**config.mk**
```make
export PLATFORM = sky130hd
export DESIGN_NAME = spartan_fifo_arb
export DESIGN_NICKNAME = d
export VERILOG_FILES = /design/src/rtl/spartan_fifo_arb.sv
export SDC_FILE = /design/constraint.sdc
export NUM_CORES = 1
export LEC_CHECK = 0
export BUFFER_PORTS_ARGS = -buffer_cell sky130_fd_sc_hd__buf_2
export CAP_MARGIN = 0
export CORE_AREA = 2 2 85 87
export CTS_CLUSTER_SIZE = 30
export DETAILED_ROUTE_END_ITERATION = 6
export DIE_AREA = 0 0 87 89
export GPL_TIMING_DRIVEN = 0
export PLACE_DENSITY = 0.78
export SYNTH_ARGS = -nofsm -noshare
export SYNTH_HDL_FRONTEND = slang
export SYNTH_SLANG_ARGS = --single-unit
```
**constraint.sdc**
```tcl
create_clock -name CLK -period 2.7 [get_ports CLK]
set_input_delay 0.27 -clock CLK [delete_from_list [all_inputs] [get_ports CLK]]
set_output_delay 0.27 -clock CLK [all_outputs]
set_load 0.01 [all_outputs]
```
**src/rtl/spartan_fifo_arb.sv**
```systemverilog
// spartan_fifo_arb: four-source round-robin, packet-locked arbiter driving one FIFO write port
module spartan_fifo_arb #(
    parameter int DATA_WIDTH = 32
) (
    input  logic                    CLK,
    input  logic                    rst_in,
    input  logic [4*DATA_WIDTH-1:0] SRC_DIN,
    input  logic [3:0]              SRC_LAST,
    input  logic [3:0]              SRC_VAL,
    output logic [3:0]              SRC_RDY,
    output logic [DATA_WIDTH-1:0]   DOUT,
    output logic                    DOUT_LAST,
    output logic [1:0]              DOUT_SRC,
    output logic                    DOUT_VAL,
    input  logic                    DOUT_RDY
);
    typedef enum logic {IDLE, LOCK} state_t;
    state_t state, state_nxt;
    logic [1:0] gnt, gnt_nxt, rr_ptr, rr_nxt, sel, src;
    logic ld, grant, acc;

    // Scan downward so the valid source closest to rr_ptr wins.
    always_comb begin
        sel = rr_ptr;
        for (int i = 3; i >= 0; i--)
            if (SRC_VAL[rr_ptr + 2'(i)]) sel = rr_ptr + 2'(i);
    end

    assign ld      = !DOUT_VAL || DOUT_RDY;
    assign src     = (state == LOCK) ? gnt : sel;
    assign grant   = !rst_in && ld && (state == LOCK || |SRC_VAL);
    assign acc     = grant && SRC_VAL[src];
    assign SRC_RDY = grant ? 4'b0001 << src : 4'b0000;

    always_comb begin
        state_nxt = state;
        gnt_nxt   = gnt;
        rr_nxt    = rr_ptr;
        if (acc) begin
            state_nxt = SRC_LAST[src] ? IDLE : LOCK;
            gnt_nxt   = SRC_LAST[src] ? gnt : src;
            rr_nxt    = SRC_LAST[src] ? src + 2'd1 : rr_ptr;
        end
    end

    always_ff @(posedge CLK or posedge rst_in) begin
        if (rst_in) begin
            state  <= IDLE;
            gnt    <= 2'd0;
            rr_ptr <= 2'd0;
        end else begin
            state  <= state_nxt;
            gnt    <= gnt_nxt;
            rr_ptr <= rr_nxt;
        end
    end

    always_ff @(posedge CLK or posedge rst_in) begin
        if (rst_in) begin
            DOUT      <= '0;
            DOUT_LAST <= 1'b0;
            DOUT_SRC  <= 2'd0;
            DOUT_VAL  <= 1'b0;
        end else if (acc) begin
            DOUT      <= SRC_DIN[src*DATA_WIDTH +: DATA_WIDTH];
            DOUT_LAST <= SRC_LAST[src];
            DOUT_SRC  <= src;
            DOUT_VAL  <= 1'b1;
        end else if (DOUT_RDY) begin
            DOUT_VAL  <= 1'b0;
        end
    end
endmodule

```
==> metrics.md <==
| Metric | Value |
|---|---|
| Status | finished, final reports clean |
| Combinational Power Share | 64.0% |
| Post-Syn Area | 2840 um2 |
| Clock sink total | 41 |
| Net count after synthesis | 561 |
| CTS tree | yes |
| Critical Path RT | 2430 ps |
| WL final | 9710 um |
| RSZ-0062 raised after global routing | false |
| Setup Viol. Count Final | 0 |
| Sw Share | 48.1% |
| Clk pwr share | 12.4% |
| Simple-gate share of the synthesized area | 36.0% |
| Adder-cell area share of the yosys netlist | 0% |
| Slew @ Worst Pin | 830 ps |
| Clock Tree Buf Depth | 2 |
| Multi-input gate area | 1650 um2 |
| Crit share post-route | 95.8% |
| Slew Limit Headroom | 44.6% |
| Fillcell total | 648 |
| Post-synthesis mux area share | 3.39% |
| Starting Density | 42.3% |
| Global-route wire length before repair | 15200 um |
| Total gr overflow | 0 |
| Post-Syn Area per Cell | 6.74 um2 |
| Synth Area in Compound Gates | 17.8% |
| Finished Layout Cells | 688 |
| CP arrival | 2320 ps |
| Post-synthesis sequential area ratio | 36.1% |
| First DRT Iteration DRCs | 158 |
| Total track usage | 25.1% |
| Maximum clock frequency | 0.386 GHz |
| Leak | 0.00228 uW |
| Most common cell after layout, fill and taps aside | nand2_1 |
| Cell area power density | 1180 nW/um2 |
| Commonest cells after routing, fill and taps aside | nand2_1, buf_2, dfrtp_1, o21ai_0, nand3_1 |
| Initial antenna violation count | 0 |
| R2R Path End | gnt[1] |
| Vias | 3526 |
| Setup_tns | 0 ps |
| Sequential cell area | 1030 um2 |
| Yosys Warn Count | 0 |
| Vias in the first global route | 3356 |
| Routed vias/inst | 5.13 |
| Row count | 30 |
| I/O Buffers | 178 |
| Worst skew pair latency | 300 ps |
| Slew Limit Fails | 0 |
| Root buffer cell | clkbuf_8 |
| Crit path kind | flop to output pin |
| Syn Inst Count | 422 |
| I/O pin count | 179 |
| Seq cells post-synth | 41 |
| Share of layout cells above drive strength 1 | 35.9% |
| Flop2flop setup slack | 370 ps |
| Largest net degree at the start of global routing | 42 |
| FF-to-FF path depth | 10 |
| Worst vdd ir | 0.427 mV |
| Wire per inst | 14.1 um |
| Layout area overhead | 40.4% |
| Min Tclk post-route | 2590 ps |
| Critical path endpoint category | output pin |
| Reg power frac | 23.6% |
| Critical Path Source Type | flop |
| Post-layout net count | 745 |
| CTS buffer count | 5 |
| Placed Cells | 680 |
| Power Total | 4690 uW |
| Die ar. | 7740 um2 |
| Worst Path Max Fanout | 10 |
| DRT antenna net count | 0 |
| CTS H-tree depth | 2 |
| Clock skew | 8.93 ps |
| Fin. Hold Viols | 0 |
| Chip height | 89 um |
| Max_cap viols | 0 |
| P_int | 2440 uW |
| Die Wd | 87 um |
| Routability cong. | 0.845 |
| Hold-fix buffers, CTS | 0 |
| NetSw | 2260 uW |
| Hold WC Path Type | input pin to async pin |
| Reg-to-reg startpoint | rr_ptr[1] |
| Half-perimeter wire length after placement | 7350 um |
| DRC violations left | 0 |
| XOR/XNOR share of the synthesized area | 0.308% |
| Reg clk slew, reported paths | 80 ps |
| Netlist cell types | 37 |
| DR pass1 iterations | 4 |
| Largest family of logic cells by synthesized area | simple AND/OR/NAND/NOR gates |
| Core area | 6720 um2 |
cell usage after synthesis:
cell       number  area share, %
mux2_4          2            1.1
a211o_1         2           0.62
nor4_1          1           0.22
dfrtp_1        41             36
nor3_1          4           0.70
and2_1          2           0.44
mux2i_1         3            1.1
a311oi_1        1           0.31
buf_6           3            1.2
o211ai_1        1           0.26
nand2b_1        7            1.5
o221a_4         1           0.70
o311ai_1        1           0.31
and3_1          1           0.22
a21boi_0        1           0.26
buf_2          18            3.2
clkbuf_1       11            1.5
o311a_1         1           0.35
xnor2_1         1           0.31
a31oi_1         1           0.22
nand2b_4        1           0.48
o221ai_1        1           0.31
o2111ai_1       1           0.31
a21o_1          3           0.79
o21ai_0        38            6.7
a21oi_4         1           0.57
nand2_1       198             26
a31o_2          1           0.31
a21oi_1         4           0.70
o31a_1          1           0.31
nand3_1        31            5.5
mux2i_2         1           0.48
o21ai_1        27            4.8
nor2b_1         3           0.66
inv_1           5           0.66
nor2_1          1           0.13
mux2_1          2           0.79
final cells by class:
cell class,count,area share (%)
Multi-Input combinational cell,344,41.4
Sequential cell,41,25.7
Timing Repair Buffer,178,22.3
Buffer,31,4.23
Tap cell,80,2.51
Clock buffer,5,1.72
Clock inverter,3,1.63
Inverter,5,0.470
Antenna cell,1,0.0627
critical path, stage by stage (launching register included):
cell     delay [ps]
dfrtp_1         350
buf_6           130
mux2i_2         290
o221a_4         260
a21o_1          240
buf_4           230
buf_2           260
nor3_1           90
buf_2           160
power by group through the flow:
stage | Sequential, uW | Clock [uW] | Combinational [uW]
4_1_cts | 1090 | 589 | 3000
5_1_grt | 1140 | 614 | 3380
2_1_floorplan | 1200 | 0 | 1900
6_report | 1110 | 583 | 3000
3_3_place_gp | 1090 | 0 | 2920
3_5_place_dp | 1100 | 0 | 2990
kinds of logic after synthesis:
| kind of cell | after synthesis |
|---|---|
| compound gates | 86 |
| xor+xnor | 1 |
| buf+inv | 37 |
| flops | 41 |
| mux | 8 |
| simple gates | 249 |
registers in the layout, indices dropped and copies added, names as in the netlist:
signal and cells:
gnt 2, DOUT_VAL 1, DOUT_LAST 1, DOUT_SRC 2, state 1, DOUT 32
rr_ptr 2
how the worst max path moves through the flow:
stage                     depth (start not counted)    endpoint      start
after floorplan                                  10      gnt[0]  rr_ptr[1]
after global placement                            8  SRC_RDY[3]  rr_ptr[1]
after detailed placement                         10  SRC_RDY[1]  rr_ptr[1]
after CTS                                        10  SRC_RDY[1]  rr_ptr[1]
after global routing                              8  SRC_RDY[2]  rr_ptr[1]
final                                             8  SRC_RDY[2]  rr_ptr[1]
routing by layer:
layer | vias to the layer above | part of all wire, % | GRT usage (%)
met5 | - | 0 | 0
met4 | 0 | 1.6 | 8.38
met3 | 17 | 7.9 | 4.99
met2 | 169 | 49 | 45.4
met1 | 1585 | 42 | 29.8
li1 | 1755 | - | -
metrics by stage:
step / worst slack (ps) / hold WS (ps) / instance area, um2 / util [%]
floorplan: 589 / 458 / 2840 / -
global placement: 374 / 459 / 3830 / 57.1
detailed placement: 332 / 463 / 3830 / 57.1
finish: 112 / 133 / 3990 / 59.4
global route: 20.7 / 222 / 3990 / 59.4
CTS: 1.91 / 183 / 3970 / 59.1
what timing repair did:
action / CTS / global route
pin swaps: 0 / 1
setup buffers: 0 / 0
setup endpoints to repair: 1 / 4
hold endpoints to repair: 0 / 0
gates cloned: 0 / 0
gates resized for setup: 1 / 7
No activity file was read; power rests on OpenSTA's default activity.
